<file path="src/rtl/fb_arbiter_if.sv">
// Framebuffer arbiter bus: scanout read port, writer port, clear control
// and the single-port RAM side, grouped so the arbiter sees one bundle.
interface fb_arbiter_if #(
  parameter int ADDR_W = 17,
  parameter int DATA_W = 8
);
  logic              rd_req;
  logic [ADDR_W-1:0] rd_addr;
  logic [DATA_W-1:0] rd_data;
  logic              rd_valid;

  logic              wr_req;
  logic [ADDR_W-1:0] wr_addr;
  logic [DATA_W-1:0] wr_data;
  logic              wr_ack;

  logic              clear_start;
  logic              clear_busy;
  logic              clear_done;

  logic [ADDR_W-1:0] mem_addr;
  logic              mem_we;
  logic [DATA_W-1:0] mem_wdata;
  logic [DATA_W-1:0] mem_rdata;

  // Arbiter side
  modport slave (
    input  rd_req, rd_addr, wr_req, wr_addr, wr_data, clear_start, mem_rdata,
    output rd_data, rd_valid, wr_ack, clear_busy, clear_done,
           mem_addr, mem_we, mem_wdata
  );

  // Client / RAM side
  modport master (
    output rd_req, rd_addr, wr_req, wr_addr, wr_data, clear_start, mem_rdata,
    input  rd_data, rd_valid, wr_ack, clear_busy, clear_done,
           mem_addr, mem_we, mem_wdata
  );
endinterface

</file>
<file path="src/rtl/fb_arbiter.sv">
// Single-port framebuffer arbiter with a hardware frame-clear sequencer.
// Scanout reads always win, then clear writes, then the drawing writer.
// All RAM-side outputs are registered; reads return after a fixed 3 cycles.
module fb_arbiter #(
  parameter int                ADDR_W      = 17,
  parameter int                DATA_W      = 8,
  parameter int                DEPTH       = 76800,
  parameter logic [DATA_W-1:0] CLEAR_COLOR = '0
) (
  input  logic          clk,
  input  logic          rst_n,
  fb_arbiter_if.slave   bus
);

  typedef enum logic [1:0] {IDLE, CLEAR, DONE} state_t;

  // DEPTH may equal 2**ADDR_W, so the range compare uses one extra bit
  localparam logic [ADDR_W:0]   DEPTH_X = (ADDR_W+1)'(DEPTH);
  localparam logic [ADDR_W-1:0] LAST    = ADDR_W'(DEPTH - 1);

  state_t            state, state_next;
  logic [ADDR_W-1:0] cnt, cnt_next;
  logic              grant_rd, grant_clr, grant_wr;
  logic              wr_in_range;
  logic              rd_pipe1, rd_pipe2;

  assign wr_in_range = ({1'b0, bus.wr_addr} < DEPTH_X);

  // Clear FSM state and clear address counter
  always_ff @(posedge clk or negedge rst_n) begin
    if (!rst_n) begin
      state <= IDLE;
      cnt   <= '0;
    end else begin
      state <= state_next;
      cnt   <= cnt_next;
    end
  end

  // Grant selection and next-state; the writer is only served from IDLE
  always_comb begin
    state_next = state;
    cnt_next   = cnt;
    grant_rd   = 1'b0;
    grant_clr  = 1'b0;
    grant_wr   = 1'b0;
    case (state)
      IDLE: begin
        if (bus.rd_req)      grant_rd = 1'b1;
        else if (bus.wr_req) grant_wr = 1'b1;
        if (bus.clear_start) begin
          state_next = CLEAR;
          cnt_next   = '0;
        end
      end
      CLEAR: begin
        if (bus.rd_req) begin
          grant_rd = 1'b1;
        end else begin
          grant_clr = 1'b1;
          if (cnt == LAST) state_next = DONE;
          else             cnt_next   = cnt + ADDR_W'(1);
        end
      end
      DONE: begin
        if (bus.rd_req) grant_rd = 1'b1;
        state_next = IDLE;
      end
      default: state_next = IDLE;
    endcase
  end

  // RAM command register; address/data hold when nothing is granted
  always_ff @(posedge clk or negedge rst_n) begin
    if (!rst_n) begin
      bus.mem_addr  <= '0;
      bus.mem_we    <= 1'b0;
      bus.mem_wdata <= '0;
      bus.wr_ack    <= 1'b0;
    end else begin
      bus.mem_we <= 1'b0;
      bus.wr_ack <= grant_wr;
      if (grant_rd) begin
        bus.mem_addr <= bus.rd_addr;
      end else if (grant_clr) begin
        bus.mem_addr  <= cnt;
        bus.mem_wdata <= CLEAR_COLOR;
        bus.mem_we    <= 1'b1;
      end else if (grant_wr) begin
        bus.mem_addr  <= bus.wr_addr;
        bus.mem_wdata <= bus.wr_data;
        bus.mem_we    <= wr_in_range;
      end
    end
  end

  // Read return pipeline: address cycle, RAM output cycle, registered data
  always_ff @(posedge clk or negedge rst_n) begin
    if (!rst_n) begin
      rd_pipe1     <= 1'b0;
      rd_pipe2     <= 1'b0;
      bus.rd_valid <= 1'b0;
      bus.rd_data  <= '0;
    end else begin
      rd_pipe1     <= grant_rd;
      rd_pipe2     <= rd_pipe1;
      bus.rd_valid <= rd_pipe2;
      if (rd_pipe2) bus.rd_data <= bus.mem_rdata;
    end
  end

  assign bus.clear_busy = (state == CLEAR);
  assign bus.clear_done = (state == DONE);

endmodule

</file>
<file path="src/flat_wrapper.sv">
// flat-port wrapper written by rule: the top's interface ports become plain ports
module fb_arbiter_flat 
#(
  parameter int                ADDR_W      = 17,
  parameter int                DATA_W      = 8,
  parameter int                DEPTH       = 76800,
  parameter logic [DATA_W-1:0] CLEAR_COLOR = '0
)
  (clk, rst_n, bus_rd_req, bus_rd_addr, bus_wr_req, bus_wr_addr, bus_wr_data, bus_clear_start, bus_mem_rdata, bus_rd_data, bus_rd_valid, bus_wr_ack, bus_clear_busy, bus_clear_done, bus_mem_addr, bus_mem_we, bus_mem_wdata);
  fb_arbiter_if #(.ADDR_W(ADDR_W), .DATA_W(DATA_W)) bus_i ();
  input  logic clk;
  input  logic rst_n;
  input wire logic [$bits(bus_i.rd_req)-1:0] bus_rd_req;
  input wire logic [$bits(bus_i.rd_addr)-1:0] bus_rd_addr;
  input wire logic [$bits(bus_i.wr_req)-1:0] bus_wr_req;
  input wire logic [$bits(bus_i.wr_addr)-1:0] bus_wr_addr;
  input wire logic [$bits(bus_i.wr_data)-1:0] bus_wr_data;
  input wire logic [$bits(bus_i.clear_start)-1:0] bus_clear_start;
  input wire logic [$bits(bus_i.mem_rdata)-1:0] bus_mem_rdata;
  output wire logic [$bits(bus_i.rd_data)-1:0] bus_rd_data;
  output wire logic [$bits(bus_i.rd_valid)-1:0] bus_rd_valid;
  output wire logic [$bits(bus_i.wr_ack)-1:0] bus_wr_ack;
  output wire logic [$bits(bus_i.clear_busy)-1:0] bus_clear_busy;
  output wire logic [$bits(bus_i.clear_done)-1:0] bus_clear_done;
  output wire logic [$bits(bus_i.mem_addr)-1:0] bus_mem_addr;
  output wire logic [$bits(bus_i.mem_we)-1:0] bus_mem_we;
  output wire logic [$bits(bus_i.mem_wdata)-1:0] bus_mem_wdata;
  assign bus_i.rd_req = bus_rd_req;
  assign bus_i.rd_addr = bus_rd_addr;
  assign bus_i.wr_req = bus_wr_req;
  assign bus_i.wr_addr = bus_wr_addr;
  assign bus_i.wr_data = bus_wr_data;
  assign bus_i.clear_start = bus_clear_start;
  assign bus_i.mem_rdata = bus_mem_rdata;
  assign bus_rd_data = bus_i.rd_data;
  assign bus_rd_valid = bus_i.rd_valid;
  assign bus_wr_ack = bus_i.wr_ack;
  assign bus_clear_busy = bus_i.clear_busy;
  assign bus_clear_done = bus_i.clear_done;
  assign bus_mem_addr = bus_i.mem_addr;
  assign bus_mem_we = bus_i.mem_we;
  assign bus_mem_wdata = bus_i.mem_wdata;
  fb_arbiter #(.ADDR_W(ADDR_W), .DATA_W(DATA_W), .DEPTH(DEPTH), .CLEAR_COLOR(CLEAR_COLOR)) u_core (.clk(clk), .rst_n(rst_n), .bus(bus_i));
endmodule
</file>
<file path="config.mk">
export PLATFORM = sky130hd
export DESIGN_NAME = fb_arbiter_flat
export DESIGN_NICKNAME = d
export VERILOG_FILES = /design/src/rtl/fb_arbiter_if.sv /design/src/rtl/fb_arbiter.sv /design/src/flat_wrapper.sv
export SDC_FILE = /design/constraint.sdc
export NUM_CORES = 1
export LEC_CHECK = 0
export BUFFER_PORTS_ARGS = -buffer_cell sky130_fd_sc_hd__buf_4
export CAP_MARGIN = 40
export CORE_MARGIN = 4
export CORE_UTILIZATION = 40
export CTS_CLUSTER_SIZE = 40
export DETAILED_ROUTE_END_ITERATION = 6
export PLACE_DENSITY = 0.68
export REMOVE_ABC_BUFFERS = 1
export SKIP_CTS_REPAIR_TIMING = 1
export SLEW_MARGIN = 40
export SYNTH_ARGS = -nofsm -noshare
export SYNTH_HDL_FRONTEND = slang
export SYNTH_SLANG_ARGS = --single-unit
</file>
<file path="constraint.sdc">
create_clock -name clk -period 5.2 [get_ports clk]
set_input_delay 0 -clock clk [delete_from_list [all_inputs] [get_ports clk]]
set_output_delay 0 -clock clk [all_outputs]
set_load 0.03 [all_outputs]
</file>
Word-level counts from Yosys, hierarchy flattened
Cells that the tools add are included.

Input port bits: 55. Output and inout bits: 38. Bits in registers: 57. Logic and storage cells: 51.

Bitwise operators: 1. Add/subtract/negate cells: 1. Equality and inequality tests: 7. $lt $le $gt $ge: 1. Reduce and logical (&&, ||, !) cells: 8. Muxes and demuxes: 23.

Operators by type and width (count): 2-to-1 mux 17 bit (6); case mux 17 bit (2 select lines) (1); adder 17 x 1 -> 17 bit, second input constant (1); == test 17 bit, second input constant (1); < comparator 17 bit, second input constant (1); 2-to-1 mux 8 bit (2); 2-to-1 mux 1 bit (10); 2-to-1 mux 2 bit (3); inequality test 2 bit, second input constant (3); case mux 2 bit (2 select lines) (1); AND reduction 4 bit (1); nonzero test 2 bit (2); AND reduction 3 bit (1); nonzero test 3 bit (1); OR reduction 3 bit (1); == test 2 x 1 -> 1 bit, second input constant (1); == test 2 bit, second input constant (1); zero test 2 bit (1); inequality test 2 x 1 -> 1 bit, second input constant (1); AND reduction 2 bit (1); inverter 1 bit (1).

Logic depth before layout (Yosys ltp)
Gate-level depths: netlist of the first run.

Depth in word-level cells: 6. Depth in mapped cells: 7. Gate-level depth less buffers: 5.

Worst setup path after synthesis of the first run
Ideal clock, no wire load.

Path kind: register -> register. Start: reg u_core.state[1]. End: reg u_core.bus.mem_addr[0] (netlist bit). Cell stages (with the launch flop): 7. Setup slack: 3.439 ns. Arrival time: 1.636 ns. Period minus slack after synthesis: 1.761 ns. Setup time: 0.125 ns. Cell sequence: dfrtp_1 > a21bo_1 > buf_2 > inv_2 > nor3_4 > buf_6 > mux2_2.

Cells in the longest elaborated chain, start to end: 4. Elaborated cells on any way between the ends: 10. Classes of those cells: eq/ne: 2; mux: 5; reduce/logical: 3.

RTL lines: from (decl) (RTL line fb_arbiter.sv:21) `state_t state, state_next;`; from (signal assigned) (RTL line fb_arbiter.sv:35) `state <= state_next;`; == test 2 x 1 -> 1 bit (tied with other cells) (RTL line fb_arbiter.sv:47) `case (state)`; OR reduction 3 bit (no line) *; 2-to-1 mux 1 bit *; named net u_core.grant_rd (RTL line fb_arbiter.sv:23) `logic grant_rd, grant_clr, grant_wr;`; nonzero test 3 bit (no line) or 2-to-1 mux 17 bit (tied branches); to (signal assigned) (RTL line fb_arbiter.sv:84) `bus.mem_addr <= bus.rd_addr;`; to (signal assigned) (RTL line fb_arbiter.sv:86) `bus.mem_addr <= cnt;`; to (signal assigned) (RTL line fb_arbiter.sv:90) `bus.mem_addr <= bus.wr_addr;`; to (decl) (RTL line fb_arbiter_if.sv:30) `mem_addr, mem_we, mem_wdata`.

The timed path passes the listed nets; every way through them passes the cells marked *. A chain may end at the register's enable or synchronous reset.

Worst setup path after layout of the first run
Start: reg u_core.state[1]. End: reg u_core.bus.mem_addr[6] (netlist bit).

Same word-level chain as after synthesis.

==> impl_metrics.toml, run 1 <==
[drt]
drt-initial-drc-count = 163
wl_mm = 7.33
drtPass1Iterations = 4
via_count = 2585
drc = 0
viasPerCell = 5.25
drt-wirelength-per-cell_um = 14.9
antenna_left = 0

[hold_path]
holdPathStages = 3
hold_path_startpoint = "bus_rd_addr[8]"
hold_path_class = "in2reg"

[cells_and_area]
nFillCells = 633
area_growth_pct = 42.3
multi_input_area_um2 = 1340
diodes = 0
layout.nets = 448
ff_latch_area_um2 = 1430
drive_above_1_share_pct = 35.9

[cts]
clock-sinks = 57
cts.clk_slew.worst_paths_ns = 0.07
cts_made_buffers = 9
h-tree-depth = 3
cts_root_buf = "clkbuf_8"
ctsLongestPathBuffers = 2
cts_tree = "built"
clk-insertion-delay-late_ns = 0.34

[power]
powerDensity_nw_per_um2 = 353
power_frac_comb_pct = 26.7
total_switching_power_mw = 0.446
intPower_mw = 0.986
ir_drop_uv = 166
pwr-share-seq_pct = 39.1
power_leakage_nw = 1.86
clkPwrFrac_pct = 34.1
swShare_pct = 31.2

[logic_synthesis]
syn_area_um2 = 2850
seq_area_frac_synth_pct = 50.1
synth.distinct_cells = 46
yosysTopAreaCell = "dfrtp_1"
ys_top_cells_by_count = "57 x dfrtp_1, 44 x nand2_1, 26 x nor2_1"
synth_area_leaders = "dfrtp_1 50%, mux2_2 9.1%, nand2_1 5.8%"
avgSynthCellArea_um2 = 10.1
synthCells = 281
ys_ff_latch = 57
synth.most_common_cell = "dfrtp_1"
synth_edf_count = 0
yosysWarningCount = 0
netlist.area_leader.share_pct = 50.1
synth-main-ff-cell = "dfrtp_1"
synthArstFlopShare_pct = 100

[floorplanning]
core-area_um2 = 6870
ios = 93
rows = 30
die_w_um = 92.4
die_h_um = 92.4
initial_core_util_pct = 41.5
die_area_um2 = 8530

[global_route]
grt_pass1_vias = 2367
antenna_found_initial = 0
grt_use_total_pct = 17.0
grt_max_degree = 58
grt_pass1_wl_mm = 11.6
grt.overflow.total = 0

[timing]
fmax_mhz = 450
skew_ns = 0.00856
tightest_slew_ns = 0.710
tns_ns = 0
max_slew_margin_pct = 52.7
period_share_pct = 42.7
min_period_ns = 2.22
hold_viol_final = 2
setup_viol = 0
timing.hold.ws_ns = -0.0212
drv_slew = 0
grt_setup_unrepaired = "no"

[critical_path]
cp.depth = 6
cp_max_fo = 33
arrival_ns = 2.44
path_delay_family = "buffers and inverters"
path_buf_inv = 3
crit_type = "reg2reg"
worstReg2RegStart = "u_core.state[1]"
cpPeakStageDelay_ns = 0.49
worst_setup_path_end_kind = "register"
crit_path_cell_trace = "a21bo_1 -> buf_4 -> inv_2 -> nor3_4 -> buf_6 -> mux2_2"
slowest_stage = "dfrtp_1"
crit_path_start_kind = "register"
cp-startpoint = "u_core.state[1]"
required_ns = 5.42
r2r_cells = 6

[outcome]
status = "finished with violations"
violations = "negative hold slack"

[job]
drv_cap = 0

[placement]
portBuffers = 92
finalWeightedCongestion = 0.872
dp_hpwl_mm = 4.94
-- sequential cells by signal, summed over array words and instances (netlist names) --
| name | cells |
|---|---|
| u_core.bus.mem_addr | 17 |
| u_core.cnt | 17 |
| u_core.bus.mem_wdata | 8 |
| u_core.bus.rd_data | 8 |
| u_core.state | 2 |
| u_core.bus.mem_we | 1 |
| u_core.bus.rd_valid | 1 |
| u_core.bus.wr_ack | 1 |
| u_core.rd_pipe1 | 1 |
| u_core.rd_pipe2 | 1 |
-- kinds of logic (layout without fill, tap and decap cells) --
group                    after synthesis  count (layout)  share of synthesized area, %
AND/OR/NAND/NOR                      114             114                          19.8
AO/OA/AOI/OAI                         59              59                          15.2
flip-flops                            57              57                          50.1
multiplexers                          29              29                          11.2
buffers and inverters                 21             136                          3.21
adder cells (fa/ha/maj)                1               1                         0.439
-- tightest hold or removal path: stages --
cell	delay, ns
buf_4	0.11
nor2_1	0.10
o31ai_1	0.07
-- power groups by stage --
stage | clock network (mW) | logic [mW] | registers (mW)
6_report | 0.489 | 0.382 | 0.560
5_1_grt | 0.521 | 0.415 | 0.571
4_1_cts | 0.501 | 0.372 | 0.560
3_5_place_dp | 0 | 0.372 | 0.567
3_3_place_gp | 0 | 0.368 | 0.566
2_1_floorplan | 0 | 0.135 | 0.643
-- routing by layer --
metal  wire [µm]  GRT usage, %
met1        3080          21.6
met2        3630          28.0
met3         548          5.44
met4          61          4.58
met5           0             0
-- layout by cell type, fill, tap and decap left out, types with 3 or more instances in the layout --
master and count:
o21ai_0 3, nor4_1 3, buf_4 95, a21oi_1 7, a31oi_1 16, dfrtp_1 57, inv_1 5, nand3_1 10
and4_1 3, and3_1 4, o31ai_1 4, nand4_1 6, o211ai_1 3, nor2_1 26, nor3_1 5, clkbuf_8 9
a22o_1 8, nand2_1 44, bufinv_16 3, mux2_2 23, mux2i_1 5, dlygate4sd3_1 19, nor2b_1 3
-- worst paths after layout --
kind	endpoint	slack, ns
max reg2reg	u_core.bus.mem_addr[6]	2.98
min reg2reg	u_core.rd_pipe2	0.35
max in group asynchronous	u_core.state[1]	4.46
max	u_core.bus.mem_addr[6]	2.98
min	u_core.bus.mem_addr[8]	-0.02
min in group asynchronous	u_core.bus.mem_wdata[6]	0.26
-- layout make-up --
class / count / share of cell area [%]
Sequential cell: 57 / 35.2
Multi-Input combinational cell: 203 / 33.0
Timing Repair Buffer: 115 / 22.6
Clock buffer: 9 / 3.06
Tap cell: 96 / 2.96
Clock inverter: 6 / 2.66
Inverter: 6 / 0.556
-- stage by stage --
step / power [mW] / util (%) / instances / area (µm²) / setup WS [ns]
CTS: 1.43 / 56.0 / 472 / 3850 / 2.86
global route: 1.51 / 59.0 / 492 / 4050 / 2.79
global placement: 0.934 / 52.7 / 457 / 3620 / 2.92
floorplan: 0.778 / - / 266 / 2780 / 2.85
finish: 1.43 / 59.0 / 492 / 4050 / 2.98
detailed placement: 0.939 / 52.7 / 457 / 3620 / 2.87
(Power assumes the default switching activity.)
==> inputs of run 2 (changes only) <==
Settings changed: PLACE_DENSITY 0.68 to 0.71.
Clock period 5.2 ns to 2 ns, I/O delays scaled along.
==> impl_metrics.toml, run 2 (same netlist as run 1, synthesis figures left out) <==
[placement]
dp_hpwl_mm = 5.35
pre_cts_slack_ns = 0.236
finalWeightedCongestion = 0.823
portBuffers = 92

[floorplanning]
die_h_um = 92.4
ios = 93
die_area_um2 = 8530
core-area_um2 = 6870
die_w_um = 92.4
initial_core_util_pct = 41.5
rows = 30

[global_route]
grt_pass1_vias = 2488
grt.overflow.total = 0
antenna_found_initial = 0
grt_pass1_wl_mm = 12.0
grt_max_degree = 58
grt_use_total_pct = 17.6

[critical_path]
r2r_cells = 5
worstReg2RegStart = "u_core.cnt[1]"
rrSetupSlack_ns = 0.20
worst_setup_path_end_kind = "register"
cpPeakStageDelay_ns = 0.43
arrival_ns = 2.03
cp-startpoint = "u_core.cnt[1]"
required_ns = 2.23
rr_endpoint = "u_core.cnt[7]"
slowest_stage = "dfrtp_1"
crit_path_cell_trace = "ha_1 -> and3_1 -> nand2_1 -> o2111a_1 -> a221o_1"
cp_max_fo = 8
crit_type = "reg2reg"
worstSetupEndpoint = "u_core.cnt[7]"
crit_path_start_kind = "register"

[power]
power_leakage_nw = 1.92
finalPower_mw = 3.61
powerDensity_nw_per_um2 = 875
ir_drop_uv = 462

[cts]
h-tree-depth = 3
cts_tree = "built"
clock-sinks = 57
cts.clk_slew.worst_paths_ns = 0.07
cts_root_buf = "clkbuf_8"
ctsLongestPathBuffers = 2
cts_made_buffers = 9
clk-insertion-delay-late_ns = 0.34

[drt]
drt-wirelength-per-cell_um = 15.5
drtPass1Iterations = 4
viasPerCell = 5.18
drt-initial-drc-count = 156
drc = 0
wl_mm = 7.82
antenna_left = 0
via_count = 2617

[cells_and_area]
reg_top3 = "u_core.bus.mem_addr x17, u_core.cnt x17"
diodes = 0
layout.nets = 460
layout_commonest_cell = "buf_4"
nFillCells = 601
drive_above_1_share_pct = 37.2
area_growth_pct = 45.0
final_cell_mix = "105 x buf_4, 57 x dfrtp_1, 44 x nand2_1"

[timing]
max_slew_margin_pct = 52.7
fmax_mhz = 554
drv_slew = 0
tightest_slew_ns = 0.709
period_share_pct = 90.2
setup_viol = 0
grt_setup_unrepaired = "no"
final.setup.worst_slack_ns = 0.195
timing.hold.ws_ns = 0.00508
skew_ns = 0.00493
hold_viol_final = 0
min_period_ns = 1.80

[job]
drv_cap = 0

[outcome]
status = "finished clean"

[hold_path]
hold_path_class = "in2reg"
hold_path_startpoint = "bus_wr_addr[8]"
[run 2: cell types whose count changed in the layout (fill, tap and decap cells not counted), sizes merged]
cell / delta
buf: +10
bufinv: -2
clkbuf: +2
clkinv: +2
clkinvlp: -1
dlygate4sd3: +2
[run 2: final cells by class]
class,count,area [µm²],area share (%)
inverters,6,22.5,0.545
well taps,96,120,2.91
flip-flops and latches,57,1430,34.5
clock buffers,11,151,3.67
clock inverters,5,53.8,1.30
multi-input cells,203,1340,32.4
repair buffers,127,1020,24.7
[run 2: through the flow]
stage               std cells  setup TNS, ns  utilization [%]  area, µm²
global route              505              0             60.1       4130
finish                    505              0             60.1       4130
global placement          468              0             54.1       3710
detailed placement        468              0             54.1       3710
floorplan                 266          -7.66                -       2780
CTS                       484              0             57.0       3920
[run 2: worst min path at each step]
stage | end | cells after the start
floorplan | u_core.bus.mem_addr[0] | 0
global placement | u_core.bus.mem_wdata[6] | 1
detailed placement | u_core.bus.mem_wdata[3] | 1
CTS | u_core.bus.rd_data[5] | 1
global route | u_core.bus.mem_we | 3
finish | u_core.bus.mem_addr[8] | 3
[run 2: report_power, final]
part,internal [mW],leakage (nW),switching (mW)
Clock,0.638,0.109,0.471
Sequential,1.31,0.717,0.133
Combinational,0.468,1.09,0.588
Total,2.42,1.92,1.19
[run 2: routing by layer]
layer / share of wire (%) / routed length, µm / global-route usage (%)
met3: 6.3 / 489 / 3.82
met4: 1.0 / 82 / 5.82
met2: 47 / 3700 / 27.8
met1: 45 / 3550 / 24.0
met5: 0 / 0 / 0
[run 2: worst max-delay path: cells and delay by family (launching register included)]
kind                     cells  cell delay, ns
flip-flops                   1            0.43
AO/OA/AOI/OAI                2            0.56
adder cells (fa/ha/maj)      1            0.24
AND/OR/NAND/NOR              2            0.47
==> inputs of run 3 (changes only) <==
Settings changed: BUFFER_PORTS_ARGS -buffer_cell sky130_fd_sc_hd__buf_4 to -buffer_cell sky130_fd_sc_hd__buf_2.
==> impl_metrics.toml, run 3 (same netlist as run 1, synthesis figures left out) <==
[critical_path]
crit_path_cell_trace = "nor4b_1 -> nand4_1 -> buf_4 -> o2111a_1 -> a221o_1"
r2r_cells = 5
rr_endpoint = "u_core.cnt[7]"
cpPeakStageDelay_ns = 0.44
cp.depth = 5
cp_max_fo = 9
slowest_stage = "dfrtp_1"
worst_setup_path_end_kind = "register"
path_delay_family = "simple AND/OR/NAND/NOR gates"
path_buf_inv = 1
worstReg2RegStart = "u_core.cnt[15]"
crit_path_start_kind = "register"
arrival_ns = 2.05
rrSetupSlack_ns = 0.17
required_ns = 2.22
crit_type = "reg2reg"

[timing]
min_period_ns = 1.83
period_share_pct = 91.6
drv_slew = 0
tns_ns = 0
grt_setup_unrepaired = "no"
setup_viol = 0
max_slew_margin_pct = 67.1
fmax_mhz = 546
skew_ns = 0.00452
tightest_slew_ns = 0.493
timing.hold.ws_ns = 0.00292
hold_viol_final = 0

[outcome]
status = "finished clean"

[cts]
clk-insertion-delay-late_ns = 0.34
clock-sinks = 57
cts_made_buffers = 9
cts_tree = "built"
cts.clk_slew.worst_paths_ns = 0.07
h-tree-depth = 3
ctsLongestPathBuffers = 2
cts_root_buf = "clkbuf_8"

[global_route]
grt.overflow.total = 0
grt_pass1_vias = 2386
antenna_found_initial = 0
grt_use_total_pct = 16.7
grt_pass1_wl_mm = 11.3
grt_max_degree = 38

[cells_and_area]
drive_above_1_share_pct = 37.5
layout_commonest_cell = "buf_2"
area_growth_pct = 37.9
final_util_pct = 57.2
layout.nets = 462
reg_top3 = "u_core.bus.mem_addr x17, u_core.cnt x17"
diodes = 0
final_cell_mix = "92 x buf_2, 57 x dfrtp_1, 44 x nand2_1"

[placement]
dp_hpwl_mm = 5.25
portBuffers = 92
finalWeightedCongestion = 0.876

[drt]
viasPerCell = 5.25
drc = 0
via_count = 2661
route.met3.wl_um = 561
highest_layer = "met4"
drt-wirelength-per-cell_um = 14.8
route.met2.wl_mm = 3.40
drtPass1Iterations = 4
wl_met1_mm = 3.42
wl_mm = 7.51
drt-initial-drc-count = 166
antenna_left = 0

[floorplanning]
die_w_um = 92.4
core-area_um2 = 6870
die_area_um2 = 8530
initial_core_util_pct = 41.5
rows = 30
die_h_um = 92.4
ios = 93

[hold_path]
hold_end = "u_core.bus.mem_addr[5]"
hold_path_class = "in2reg"
holdPathStages = 3
hold_path_startpoint = "bus_wr_addr[5]"

[power]
power_leakage_nw = 1.85
ir_drop_uv = 449
powerDensity_nw_per_um2 = 912

[job]
drv_cap = 0
## run 3: cell count changes in the layout (fill, tap and decap cells not counted), sizes merged
cell,change
buf,+2
bufinv,+1
clkbuf,-2
clkinv,-2
clkinvlp,+2
inv,+1
## run 3: worst max-delay path by stage
| stage | startpoint | to | slack, ns |
|---|---|---|---|
| 2_1_floorplan | u_core.state[1] | u_core.cnt[6] | -0.35 |
| 3_3_place_gp | u_core.cnt[12] | u_core.cnt[7] | 0.26 |
| 3_5_place_dp | u_core.cnt[15] | u_core.cnt[7] | 0.24 |
| 4_1_cts | u_core.state[1] | u_core.bus.mem_addr[13] | 0.22 |
| 5_1_grt | u_core.cnt[15] | u_core.cnt[7] | 0.002 |
| 6_report | u_core.cnt[15] | u_core.cnt[7] | 0.17 |
## run 3: per-layer routing
layer,vias up,track usage [%]
li1,1293,-
met3,12,3.90
met1,1270,22.0
met4,0,6.68
met5,-,0
met2,86,26.4
## run 3: power breakdown
group	internal (mW)	switching, mW
clock	0.700	0.475
sequential	1.31	0.121
combinational	0.379	0.591
total	2.39	1.19
## run 3: worst reg2reg max path: stages, from the launching register on
cell and delay [ns]:
dfrtp_1 0.44, nor4b_1 0.44, nand4_1 0.15, buf_4 0.19, o2111a_1 0.25, a221o_1 0.25
## run 3: cell type report
type | instances | area (µm²)
inverters | 6 | 22.5
multi-input cells | 203 | 1340
clock buffers | 9 | 124
flip-flops and latches | 57 | 1430
well taps | 96 | 120
fillers | 592 | 2940
repair buffers | 129 | 803
clock inverters | 7 | 93.8
## run 3: stage by stage
stage	area (µm²)	cells	worst slack, ns	total power [mW]
2_1_floorplan	2780	266	-0.349	2.02
3_3_place_gp	3500	470	0.261	2.37
3_5_place_dp	3500	470	0.237	2.40
4_1_cts	3720	486	0.220	3.58
5_1_grt	3930	507	0.00236	3.76
6_report	3930	507	0.168	3.58
